### src/rtl/uart_tx_mmio_pkg.sv
// +--------------------------------------------------------------------------+
// | uart_tx_mmio_pkg : shared state encoding, STATUS layout, register offsets |
// | Optional feature macro: UART_TX_PARITY_EN                                 |
// | Revision: 1.0                                                             |
// +--------------------------------------------------------------------------+
`default_nettype none

package uart_tx_mmio_pkg;

    typedef enum logic [2:0] {
        ST_IDLE   = 3'd0,
        ST_START  = 3'd1,
        ST_DATA   = 3'd2,
`ifdef UART_TX_PARITY_EN
        ST_PARITY = 3'd3,
`endif
        ST_STOP   = 3'd4
    } uart_state_t;

    localparam logic [31:0] TXDATA_OFS = 32'h0000_0000;
    localparam logic [31:0] STATUS_OFS = 32'h0000_0004;

    localparam int STAT_FULL    = 0;
    localparam int STAT_BUSY    = 1;
    localparam int STAT_OVF     = 2;
    localparam int STAT_CNT_LSB = 3;
    localparam int STAT_CNT_W   = 4;

endpackage

`default_nettype wire

### src/rtl/uart_tx_mmio_sync_fifo.sv
// +--------------------------------------------------------------------------+
// | sync_fifo : single-clock first-word-fall-through FIFO, power-of-two depth |
// | Revision: 1.0                                                             |
// +--------------------------------------------------------------------------+
`default_nettype none

module sync_fifo #(
    parameter int WIDTH = 8,
    parameter int DEPTH = 8
) (
    input  logic                     clk,
    input  logic                     reset,
    input  logic                     push,
    input  logic                     pop,
    input  logic [WIDTH-1:0]         din,
    output logic [WIDTH-1:0]         dout,
    output logic                     full,
    output logic                     empty,
    output logic [$clog2(DEPTH):0]   count
);

    localparam int AW = $clog2(DEPTH);

    logic [WIDTH-1:0] mem [DEPTH];
    logic [AW-1:0]    wr_ptr;
    logic [AW-1:0]    rd_ptr;
    logic             do_push;
    logic             do_pop;

    // A push into a full FIFO is refused even when a pop frees a slot this cycle.
    assign do_push = push && !full;
    assign do_pop  = pop && !empty;
    assign full    = (count == (AW+1)'(DEPTH));
    assign empty   = (count == '0);
    assign dout    = mem[rd_ptr];

    always_ff @(posedge clk) begin
        if (do_push) begin
            mem[wr_ptr] <= din;
        end
    end

    always_ff @(posedge clk) begin
        if (reset) begin
            wr_ptr <= '0;
            rd_ptr <= '0;
            count  <= '0;
        end else begin
            if (do_push) begin
                wr_ptr <= wr_ptr + 1'b1;
            end
            if (do_pop) begin
                rd_ptr <= rd_ptr + 1'b1;
            end
            case ({do_push, do_pop})
                2'b10:   count <= count + 1'b1;
                2'b01:   count <= count - 1'b1;
                default: count <= count;
            endcase
        end
    end

endmodule

`default_nettype wire

### src/rtl/uart_tx_mmio.sv
// +--------------------------------------------------------------------------+
// | uart_tx_mmio : memory-mapped 8N1 UART transmitter with transmit FIFO      |
// | Optional feature macro: UART_TX_PARITY_EN (adds an even-parity bit)       |
// | Revision: 1.0                                                             |
// +--------------------------------------------------------------------------+
`default_nettype none

module uart_tx_mmio
    import uart_tx_mmio_pkg::*;
#(
    parameter int          CLKS_PER_BIT = 868,
    parameter int          FIFO_DEPTH   = 8,
    parameter logic [31:0] BASE_ADDR    = 32'h4000_0018
) (
    input  logic        clk,
    input  logic        reset,
    input  logic [31:0] Address,
    input  logic [31:0] Write_data,
    input  logic        MemWrite,
    input  logic        MemRead,
    output logic [31:0] Read_data,
    output logic        tx
);

    localparam int CW = $clog2(FIFO_DEPTH) + 1;

    logic [CW-1:0] fifo_count;
    logic          fifo_full;
    logic          fifo_empty;
    logic [7:0]    fifo_dout;
    logic          pop;
    logic          sel_tx;
    logic          sel_st;
    logic          store;
    logic          ovf_event;
    logic          overflow;
    logic          busy;
    logic          baud_end;
    logic [3:0]    count_lo;
    logic [31:0]   status;
    logic          unused_bits;

    uart_state_t   state;
    logic [15:0]   baud;
    logic [2:0]    bit_idx;
    logic [7:0]    shreg;

    assign sel_tx      = (Address == (BASE_ADDR + TXDATA_OFS));
    assign sel_st      = (Address == (BASE_ADDR + STATUS_OFS));
    assign store       = MemWrite && sel_tx && !reset;
    assign ovf_event   = store && fifo_full;
    assign busy        = !fifo_empty || (state != ST_IDLE);
    assign baud_end    = (baud == 16'(CLKS_PER_BIT - 1));
    assign count_lo    = 4'(fifo_count);
    assign unused_bits = ^Write_data[31:8];

    // The head is taken either from idle or at the last stop-bit cycle, so frames chain without a gap.
    assign pop = !fifo_empty && ((state == ST_IDLE) || ((state == ST_STOP) && baud_end));

    sync_fifo #(
        .WIDTH (8),
        .DEPTH (FIFO_DEPTH)
    ) u_fifo (
        .clk   (clk),
        .reset (reset),
        .push  (store),
        .pop   (pop),
        .din   (Write_data[7:0]),
        .dout  (fifo_dout),
        .full  (fifo_full),
        .empty (fifo_empty),
        .count (fifo_count)
    );

    always_comb begin
        status                               = '0;
        status[STAT_FULL]                    = fifo_full;
        status[STAT_BUSY]                    = busy;
        status[STAT_OVF]                     = overflow;
        status[STAT_CNT_LSB +: STAT_CNT_W]   = count_lo;
        Read_data                            = sel_st ? status : '0;
    end

    // A new overflow outranks the read-to-clear.
    always_ff @(posedge clk) begin
        if (reset) begin
            overflow <= 1'b0;
        end else if (ovf_event) begin
            overflow <= 1'b1;
        end else if (MemRead && sel_st) begin
            overflow <= 1'b0;
        end
    end

    // tx is registered from the current state, so it trails the state by one cycle.
    always_ff @(posedge clk) begin
        if (reset) begin
            state   <= ST_IDLE;
            tx      <= 1'b1;
            baud    <= '0;
            bit_idx <= '0;
            shreg   <= '0;
        end else begin
            case (state)
                ST_IDLE: begin
                    tx      <= 1'b1;
                    baud    <= '0;
                    bit_idx <= '0;
                    if (!fifo_empty) begin
                        shreg <= fifo_dout;
                        state <= ST_START;
                    end
                end
                ST_START: begin
                    tx <= 1'b0;
                    if (baud_end) begin
                        baud  <= '0;
                        state <= ST_DATA;
                    end else begin
                        baud <= baud + 1'b1;
                    end
                end
                ST_DATA: begin
                    tx <= shreg[bit_idx];
                    if (baud_end) begin
                        baud <= '0;
                        if (bit_idx == 3'd7) begin
                            bit_idx <= '0;
`ifdef UART_TX_PARITY_EN
                            state   <= ST_PARITY;
`else
                            state   <= ST_STOP;
`endif
                        end else begin
                            bit_idx <= bit_idx + 1'b1;
                        end
                    end else begin
                        baud <= baud + 1'b1;
                    end
                end
`ifdef UART_TX_PARITY_EN
                ST_PARITY: begin
                    tx <= ^shreg;
                    if (baud_end) begin
                        baud  <= '0;
                        state <= ST_STOP;
                    end else begin
                        baud <= baud + 1'b1;
                    end
                end
`endif
                ST_STOP: begin
                    tx <= 1'b1;
                    if (baud_end) begin
                        baud <= '0;
                        if (!fifo_empty) begin
                            shreg <= fifo_dout;
                            state <= ST_START;
                        end else begin
                            state <= ST_IDLE;
                        end
                    end else begin
                        baud <= baud + 1'b1;
                    end
                end
                default: begin
                    tx    <= 1'b1;
                    baud  <= '0;
                    state <= ST_IDLE;
                end
            endcase
        end
    end

endmodule

`default_nettype wire

### config.mk
export PLATFORM = sky130hd
export DESIGN_NAME = uart_tx_mmio
export DESIGN_NICKNAME = d
export VERILOG_FILES = /design/src/rtl/uart_tx_mmio_pkg.sv /design/src/rtl/uart_tx_mmio_sync_fifo.sv /design/src/rtl/uart_tx_mmio.sv
export SDC_FILE = /design/constraint.sdc
export NUM_CORES = 1
export LEC_CHECK = 0
export ABC_AREA = 1
export BUFFER_PORTS_ARGS = -buffer_cell sky130_fd_sc_hd__buf_2
export CAP_MARGIN = 20
export CORE_ASPECT_RATIO = 1.5
export CORE_MARGIN = 2
export CORE_UTILIZATION = 42
export DETAILED_ROUTE_END_ITERATION = 16
export GPL_ROUTABILITY_DRIVEN = 0
export GPL_TIMING_DRIVEN = 0
export SLEW_MARGIN = 10
export SYNTH_ARGS = -nofsm -noshare
export SYNTH_HDL_FRONTEND = slang
export SYNTH_HIERARCHICAL = 1
export SYNTH_SLANG_ARGS = --single-unit
### constraint.sdc
create_clock -name clk -period 5 [get_ports clk]
set_input_delay 0.5 -clock clk [delete_from_list [all_inputs] [get_ports clk]]
set_output_delay 0.5 -clock clk [all_outputs]
set_load 0.005 [all_outputs]
# Yosys cells after proc, flatten, opt, wreduce, memory -nomap -nowiden
# Memory sizes are Yosys's and may differ from the RTL's. A register that Yosys moved wholly into a read port is not among the register bits.
# Index checks and enable logic that the tools add are counted.
dict set report word_totals {
  ff_bits 42
  ramBits 64
  input_bits 68
  output_inout_bits 33
  word_cells 82
  memories 1
}
# name words word_bits rd rd_clocked_by_memory_dff write_ports line
set mem_list {}
lappend mem_list {u_fifo.mem 8 8 1 1 1 uart_tx_mmio_sync_fifo.sv:24} ;# logic [WIDTH-1:0] mem [DEPTH];
dict set report classes {
  addsub 6
  n_lt_le_gt_ge 1
  n_eq_ne 15
  muxes 24
  n_bitwise 1
  n_reduce_logical 25
}
# operator count
set ops {}
lappend ops {{32-bit by 31-bit == test with 1-bit output (second input constant)} 2}
lappend ops {{3-bit 2-to-1 mux} 9}
lappend ops {{16-bit by 1-bit adder with 16-bit output (second input constant)} 1}
lappend ops {{16-bit by 10-bit == test with 1-bit output (second input constant)} 1}
lappend ops {{8-bit 2-to-1 mux} 2}
lappend ops {{8-bit one-hot mux with 2 select lines} 1}
lappend ops {{3-bit one-hot mux with 4 select lines} 1}
lappend ops {{2-bit != test (second input constant)} 5}
lappend ops {{3-bit by 1-bit adder with 3-bit output (second input constant)} 3}
lappend ops {{1-bit logical AND} 8}
lappend ops {{4-bit one-hot mux with 2 select lines} 1}
lappend ops {{2-bit nonzero test} 4}
lappend ops {{7-bit 2-to-1 mux} 1}
lappend ops {{3-bit == test (second input constant)} 2}
lappend ops {{1-bit 2-to-1 mux} 6}
lappend ops {{3-bit one-hot mux with 2 select lines} 1}
lappend ops {{3-bit OR reduction} 2}
lappend ops {{5-bit AND reduction} 1}
lappend ops {{4-bit by 1-bit adder with 4-bit output (second input constant)} 1}
lappend ops {{4-bit == test (second input constant)} 1}
lappend ops {{4-bit logical NOT} 1}
lappend ops {{3-bit by 4-bit less-than comparator with 1-bit output (second input constant)} 1}
lappend ops {{2-bit AND reduction} 2}
lappend ops {{4-bit by 1-bit subtractor with 4-bit output (second input constant)} 1}
lappend ops {{11 further kinds} 14}

# Longest topological paths before layout
# Gate-level depths: netlist of run 1.
dict set report logic_depth {
  depth_word 7
  mapped_depth 21
  depth_no_buf 20
}

# Hierarchy
# The synthesis of run 1 kept the hierarchy.
# module n_inst cells_each area_each_um2 seq_area_each_um2
set by_module_without_submodules {}
lappend by_module_without_submodules {sync_fifo 1 276 3215.6 2182.1}
lappend by_module_without_submodules {uart_tx_mmio 1 351 2233.4 640.6}

# Worst setup path after synthesis of run 1
# OpenSTA, ideal clock, no wires.
dict set report synth_timing {
  path_type {input port to flip-flop}
  from {input port reset}
  to {register u_fifo.count[2]}
  setup_ps 115
  arrival_time_ps 2335
  required_time_ps 4885
  slack_ps 2550
  path_stages 16
  path_buffers 1
  path_cell_list {buf_2 > inv_1 > nand2_1 > nor3_1 > nand2_1 > nor4_1 > nand2_2 > ha_1 > nand2_1 > inv_1 > nor2_1 > ha_1 > a21oi_1 > xnor2_1 > o21ai_0 > inv_1}
}
dict set report synth_via {
  elab_chain_cells 5
  elab_cells_between_ends 7
  classes_between {2 x eq/ne; 1 x mux; 4 x reduce/logical}
}
# item line
set synth_lines {}
lappend synth_lines {{start, declared} uart_tx_mmio.sv:16} ;# input logic reset,
lappend synth_lines {{1-bit logical NOT *} uart_tx_mmio.sv:50} ;# assign store = MemWrite && sel_tx && !reset;
lappend synth_lines {{1-bit logical AND *} uart_tx_mmio.sv:50}
lappend synth_lines {{named net store} uart_tx_mmio.sv:34} ;# logic store;
lappend synth_lines {{1-bit logical AND *} uart_tx_mmio_sync_fifo.sv:31} ;# assign do_push = push && !full;
lappend synth_lines {{2-bit by 1-bit == test with 1-bit output / 2-bit == test (equally long branches)} uart_tx_mmio_sync_fifo.sv:55} ;# case ({do_push, do_pop})
lappend synth_lines {{4-bit one-hot mux with 2 select lines / 2-bit nonzero test (equally long branches)} --}
lappend synth_lines {{end signal, assigned} uart_tx_mmio_sync_fifo.sv:56} ;# 2'b10: count <= count + 1'b1;
lappend synth_lines {{end signal, assigned} uart_tx_mmio_sync_fifo.sv:57} ;# 2'b01: count <= count - 1'b1;
lappend synth_lines {{end signal, assigned} uart_tx_mmio_sync_fifo.sv:58} ;# default: count <= count;
lappend synth_lines {{end, declared} uart_tx_mmio_sync_fifo.sv:19} ;# output logic [$clog2(DEPTH):0] count
# Mark *: on every way through the listed nets, which the timed path passes. The rest lies on a longest branch.
# A chain may end at the register's enable or synchronous reset.

# Worst setup path in the final report of run 1
dict set report layout_timing {
  from {register u_fifo.count[0]}
  to {register u_fifo.count[2]}
}
dict set report layout_via {
  elab_chain_cells 6
  elab_cells_between_ends 13
  classes_between {2 x add/sub; 3 x eq/ne; 1 x mux; 7 x reduce/logical}
}
# item line
set layout_lines {}
lappend layout_lines {{4-bit logical NOT *} uart_tx_mmio_sync_fifo.sv:34} ;# assign empty = (count == '0);
lappend layout_lines {{named net fifo_empty} uart_tx_mmio.sv:29} ;# logic fifo_empty;
lappend layout_lines {{1-bit logical NOT *} uart_tx_mmio.sv:58} ;# assign pop = !fifo_empty && ((state == ST_IDLE) || ((state == ST_STOP) && baud_end));
lappend layout_lines {{1-bit logical AND *} uart_tx_mmio.sv:58}
lappend layout_lines {{named net pop} uart_tx_mmio.sv:31} ;# logic pop;
lappend layout_lines {{1-bit logical AND *} uart_tx_mmio_sync_fifo.sv:32} ;# assign do_pop = pop && !empty;
lappend layout_lines {{named net u_fifo.do_pop} uart_tx_mmio_sync_fifo.sv:28} ;# logic do_pop;
lappend layout_lines {{2-bit by 1-bit == test with 1-bit output / 2-bit == test (equally long branches)} uart_tx_mmio_sync_fifo.sv:55}
lappend layout_lines {{4-bit one-hot mux with 2 select lines / 2-bit nonzero test (equally long branches)} --}
# Marked as above.

==> results of run 1 <==
## how the worst max path moves through the flow
stage	from	end	slack, ns	cells after the start
2_1_floorplan	reset	u_fifo/count[2]	2.55	16
6_report	u_fifo/count[0]	u_fifo/count[2]	2.09	18
3_3_place_gp	reset	u_fifo/mem[1][1]	1.86	11
5_1_grt	u_fifo/count[0]	u_fifo/count[2]	1.71	18
4_1_cts	u_fifo/count[0]	u_fifo/count[2]	2.08	18
3_5_place_dp	reset	u_fifo/mem[1][1]	1.84	11
## power groups by stage
stage | Sequential, uW | Combinational [uW] | Clock [uW]
after CTS | 951 | 75.5 | 741
after global routing | 951 | 87.6 | 765
final | 951 | 75.9 | 722
after global placement | 972 | 73.8 | 0
after floorplan | 972 | 44.8 | 0
after detailed placement | 972 | 75.2 | 0
## cell type report
| cell class | instances | area (um^2) | share of cell area (%) |
|---|---|---|---|
| clock buffers | 9 | 225 | 3.57 |
| flip-flops and latches | 109 | 2820 | 44.8 |
| repair buffers | 51 | 255 | 4.05 |
| well taps | 159 | 199 | 3.16 |
| inverters | 72 | 272 | 4.31 |
| multi-input cells | 430 | 2110 | 33.6 |
| plain buffers | 40 | 330 | 5.24 |
| clock inverters | 7 | 81.3 | 1.29 |
## cells in the final DEF (no fill, tap or decap), types with 2 or more instances in the layout
cell type	synthesis	layout
nor2_2	4	4
buf_6	6	6
ha_1	8	8
o21ai_0	29	29
clkbuf_16	0	9
dfxtp_1	45	45
nand4_1	12	12
a21oi_2	2	2
nor3_1	8	8
o22ai_1	8	8
nor3b_1	3	3
buf_2	3	54
or2_2	4	4
nand3_2	3	3
nand2_2	4	4
o211ai_1	2	2
conb_1	1	25
xor2_1	4	4
a21oi_1	28	28
xnor2_1	2	2
nor3_2	2	2
edfxtp_1	64	64
nand3_1	28	28
and2_1	2	2
nand3b_1	9	9
buf_4	27	27
nand2_4	2	2
mux2i_1	8	8
nor2_1	116	116
nand2_1	97	97
o21ai_1	14	14
inv_1	70	70
inv_8	0	2
## metrics by stage
step                      hold slack (ns)  util, %  cells  setup WS [ns]
final                               0.414     49.1    877           2.09
after global routing                0.419     49.1    877           1.71
after detailed placement            0.440     46.7    861           1.84
after global placement              0.434     46.7    861           1.86
after CTS                           0.402     49.1    877           2.08
after floorplan                     0.418        -    651           2.55
## critical path, stage by stage, from the launching register on
cell and delay, ns:
dfxtp_1 0.44, nor2_2 0.09, nand3_2 0.08, inv_1 0.07, nor3_2 0.44, clkbuf_8 0.29, nand2_4 0.06, inv_1 0.06
nand2_2 0.08, inv_1 0.11, ha_1 0.23, nand2_1 0.08, inv_1 0.08, nor2_1 0.05, ha_1 0.17, a21oi_1 0.18
xnor2_1 0.09, o21ai_0 0.14, inv_1 0.05
## cells by family after synthesis
group / count (synthesis) / synth area share, %
flip-flops: 109 / 51.8
adder cells (fa/ha/maj): 8 / 1.84
AND/OR/NAND/NOR: 298 / 24.5
AO/OA/AOI/OAI: 85 / 8.29
XOR/XNOR: 6 / 0.964
other: 1 / 0.0688
multiplexers: 8 / 1.47
buffers and inverters: 112 / 11.0
## flip-flops by register name, indices dropped and copies added (netlist names), named ones only
register,count
u_fifo/mem,64
baud,16
shreg,8
u_fifo/count,4
bit_idx,3
state,3
u_fifo/rd_ptr,3
u_fifo/wr_ptr,3
overflow,1
tx,1
## routing by layer
| layer | part of all wire, % | global-route usage, % | vias to the layer above |
|---|---|---|---|
| met5 | 0 | 0 | - |
| met4 | 2.2 | 7.26 | 0 |
| met3 | 4.9 | 2.97 | 17 |
| met2 | 53 | 31.7 | 107 |
| met1 | 40 | 17.3 | 1982 |
| li1 | - | - | 2190 |
==> impl_metrics.py, run 1 <==
metrics = {
    "route": {
        "routedWlPerCell_um": 12.7,
        "drc": 0,
        "ant_nets": 0,
        "drt-total-wl_mm": 11.2,
        "first_iter_violations": 151,
        "via_count": 4296,
        "first_pass_iters": 5,
        "viasPerCell": 4.90,
    },
    "synth": {
        "syn_area_mm2": 0.00545,
        "yosysTopAreaCellShare_pct": 35.3,
        "yosys.area.top_type": "edfxtp_1",
        "yosysUniqueCellTypes": 43,
        "yosysSeqAreaShare_pct": 51.8,
        "synth-edff-count": 64,
        "synth_ff_type": "edfxtp_1",
        "yosysWarnings": 6,
        "synth_area_per_cell_um2": 8.69,
        "synth.top_cells.by_area": "edfxtp_1, dfxtp_1, nor2_1",
        "syn_inst": 627,
        "synth-seq-cells": 109,
        "synth_top_cells_by_count": "nor2_1, nand2_1, inv_1",
        "async_reset_ff_share_pct": 0,
        "synthMostInstantiatedCell": "nor2_1",
    },
    "grt": {
        "grt_pass1_vias": 4007,
        "grt_pass1_wl_mm": 18.2,
        "grt-ovfl-total": 0,
        "grt_start_max_net_pins": 20,
        "gr-usage-all-layers_pct": 16.4,
        "antenna_found_initial": 0,
    },
    "critical_path": {
        "worstSetupStartpointType": "flip-flop",
        "r2r_end": "u_fifo/count[2]",
        "path_class": "flip-flop to flip-flop",
        "regToRegStartpoint": "u_fifo/count[0]",
        "rrSetupSlack_ns": 2.09,
        "required_ns": 5.25,
        "rr_worst_depth": 18,
        "end_kind": "flip-flop",
        "path_max_fanout": 10,
        "cp.arrival_ns": 3.16,
    },
    "place": {
        "dpl-instance-area_mm2": 0.00599,
        "io_buffers": 51,
        "hpwl_mm": 8.36,
    },
    "clock_network": {
        "clkTransAtPathRegs_ns": 0.07,
        "postCtsSetupRepairBufs": 0,
        "cts.path.max_buffers": 2,
        "cts_root_buffer": "clkbuf_16",
        "cts.sinks": 109,
        "postCtsHoldBufs": 0,
        "cts_htree_levels": 3,
        "cts_resized": 0,
        "cts_tree": "done",
        "numCtsBuffers": 9,
        "clk_latency_ns": 0.35,
    },
    "run": {
        "drv_cap": 0,
    },
    "timing": {
        "slew_headroom_pct": 41.0,
        "setup_viol": 0,
        "tightest_slew_ns": 0.881,
        "setup_tns_ns": 0,
        "fin_skew_ns": 0.00697,
        "post-route-period-util_pct": 58.3,
        "hold_viol": 0,
        "clock.fmax_mhz": 343,
        "drv_slew": 0,
        "period_needed_ns": 2.91,
        "rsz0062_at_grt": "no",
    },
    "worst_hold_path": {
        "whs_endpoint": "u_fifo/mem[3][5]",
        "min_from": "Write_data[5]",
        "min_path_cells": 1,
        "hp-class": "input pin to flip-flop",
    },
    "floorplan": {
        "die_h_um": 144,
        "die-width_um": 97,
        "die-area_mm2": 0.0139,
        "io_pins": 101,
        "coreArea_mm2": 0.0128,
        "start_util_pct": 42.5,
        "rows": 51,
    },
    "power": {
        "fin_total_pwr_uw": 1750,
        "ir_worst_vdd_uv": 228,
        "power_frac_seq_pct": 54.4,
        "p_sw_uw": 368,
        "switching_share_pct": 21.1,
        "p_comb_share_pct": 4.3,
        "intPower_uw": 1380,
        "clock_power_share_pct": 41.3,
        "cellPowerDensity_mw_per_mm2": 278,
        "power_leakage_uw": 0.00255,
    },
    "cells_and_area": {
        "layout.nets": 789,
        "fillerInstances": 1210,
        "area_growth_pct": 15.6,
        "final_cell_area_mm2": 0.00630,
        "diodes": 0,
        "drive_gt1_share_pct": 18.0,
    },
    "run_status": {
        "outcome": "finished, final reports clean",
    },
}
(Power assumes the default switching activity.)
==> inputs of run 2 (changes only) <==
--- a/config.mk
+++ b/config.mk
@@ -14,6 +14,7 @@
 export DETAILED_ROUTE_END_ITERATION = 16
 export GPL_ROUTABILITY_DRIVEN = 0
 export GPL_TIMING_DRIVEN = 0
+export PLACE_DENSITY = 0.66
 export SLEW_MARGIN = 10
 export SYNTH_ARGS = -nofsm -noshare
 export SYNTH_HDL_FRONTEND = slang
==> constraint.sdc (replaced) <==
create_clock -name clk -period 2.55 [get_ports clk]
set_input_delay 0.255 -clock clk [delete_from_list [all_inputs] [get_ports clk]]
set_output_delay 0.255 -clock clk [all_outputs]
set_load 0.005 [all_outputs]
==> impl_metrics.py, run 2 (synthesized netlist as in run 1, its figures left out) <==
metrics = {
    "run_status": {
        "outcome": "finished, final reports clean",
    },
    "timing": {
        "tightest_slew_ns": 0.874,
        "period_needed_ns": 2.41,
        "hold_viol": 0,
        "slew_headroom_pct": 41.5,
        "fin_skew_ns": 0.00674,
        "clock.fmax_mhz": 414,
        "post-route-period-util_pct": 94.7,
        "rsz0062_at_grt": "yes",
        "drv_slew": 0,
        "setup_viol": 0,
    },
    "grt": {
        "antenna_found_initial": 0,
        "grt_pass1_wl_mm": 18.7,
        "grt_pass1_vias": 4074,
        "gr-usage-all-layers_pct": 16.7,
        "grt_start_max_net_pins": 19,
        "grt-ovfl-total": 0,
    },
    "cells_and_area": {
        "fillerInstances": 1207,
        "top_register": "u_fifo/mem",
        "drive_gt1_share_pct": 20.4,
        "largest_reg_flops": 64,
        "most-common-layout-cells": "nor2_1, nand2_1, inv_1, edfxtp_1, buf_2",
        "stdcell_count": 880,
        "layout.nets": 792,
        "diodes": 0,
        "layout_commonest_cell": "nor2_1",
        "final_cell_area_mm2": 0.00634,
        "multi_input_area_mm2": 0.00216,
        "area_growth_pct": 16.3,
        "reg.largest.list": "u_fifo/mem x64, baud x16, shreg x8",
        "seq_area_mm2": 0.00283,
    },
    "critical_path": {
        "crit_buf_inv": 3,
        "path_max_fanout": 8,
        "crit_chain": "buf_2 > buf_2 > inv_1 > nand2_1 > nor3_1 > nand2_1 > nor4_1 > nand3_1 > nor2_1",
        "max_stage_delay_ns": 0.74,
        "worstSetupStartpointType": "input pin",
        "end_kind": "flip-flop",
        "crit_family": "simple AND/OR/NAND/NOR gates",
        "rrSetupSlack_ns": 0.15,
        "cp.arrival_ns": 2.38,
        "cp.depth": 9,
        "rr_worst_depth": 18,
        "required_ns": 2.52,
        "path_class": "input pin to flip-flop",
        "crit_path_top_delay_cell": "nor2_1",
    },
    "route": {
        "viasPerCell": 4.87,
        "routedWlPerCell_um": 13.1,
        "drc": 0,
        "ant_nets": 0,
        "first_pass_iters": 4,
        "via_count": 4282,
        "first_iter_violations": 186,
        "drt-total-wl_mm": 11.5,
    },
    "place": {
        "place.detailed.instances": 861,
        "dpl-instance-area_mm2": 0.00599,
        "hpwl_mm": 8.47,
        "io_buffers": 51,
    },
    "clock_network": {
        "cts_tree": "done",
        "cts.path.max_buffers": 2,
        "cts.sinks": 109,
        "cts_root_buffer": "clkbuf_16",
        "numCtsBuffers": 9,
        "clkTransAtPathRegs_ns": 0.07,
        "cts_htree_levels": 3,
        "clk_latency_ns": 0.34,
    },
    "floorplan": {
        "coreArea_mm2": 0.0128,
        "io_pins": 101,
        "die_h_um": 144,
        "die-width_um": 97,
        "start_util_pct": 42.5,
        "rows": 51,
        "die-area_mm2": 0.0139,
    },
    "power": {
        "power_leakage_uw": 0.00254,
        "ir_worst_vdd_uv": 373,
        "cellPowerDensity_mw_per_mm2": 519,
        "fin_total_pwr_uw": 3290,
    },
    "worst_hold_path": {
        "min_path_cells": 1,
        "hp-class": "input pin to flip-flop",
    },
    "run": {
        "drv_cap": 0,
    },
}
-- run 2: cell type report --
cell class                 count  share of cell area, %
buffer                        40                   5.23
clock buffer                   9                   3.55
clock inverter                 7                  0.750
inverter                      72                   4.28
multi-input combinational    430                   34.0
sequential                   109                   44.6
tap                          159                   3.14
timing repair buffer          54                   4.38
-- run 2: path summary, 6_finish.rpt --
check                startpoint                to
hold reg to reg         baud[0]           baud[0]
hold / removal    Write_data[4]  u_fifo/mem[0][4]
setup reg to reg        baud[0]   u_fifo/count[2]
setup / recovery          reset  u_fifo/mem[4][1]
-- run 2: repair_timing --
item                                    in CTS  in global routing
buffers inserted                             3                  0
hold buffers                                 0                  0
pin swaps                                    3                  4
gates resized for setup                      8                 12
endpoints found under the setup margin      11                 25
-- run 2: power by group --
part / total, uW / internal [uW] / switching (uW) / leakage, uW
clock network: 1270 / 664 / 607 / 0.000129
registers: 1870 / 1860 / 5.35 / 0.000940
logic: 150 / 69.9 / 80.5 / 0.00147
total: 3290 / 2600 / 693 / 0.00254
-- run 2: per-stage QoR --
stage	worst slack (ns)	TNS [ns]	hold WS (ns)	utilization, %
after floorplan	0.143	0	0.354	-
after global placement	-0.396	-19.92	0.433	46.7
after detailed placement	-0.373	-18.61	0.442	46.7
after CTS	-0.0280	-0.0280	0.174	49.2
after global routing	-0.0646	-0.541	0.175	49.4
final	0.136	0	0.180	49.4
-- run 2: metal layers --
layer,wire (um),vias to the layer above,global-route usage (%)
met4,319,0,8.15
li1,-,2193,-
met2,6190,120,32.1
met1,4410,1944,17.6
met5,0,-,0
met3,594,25,2.68
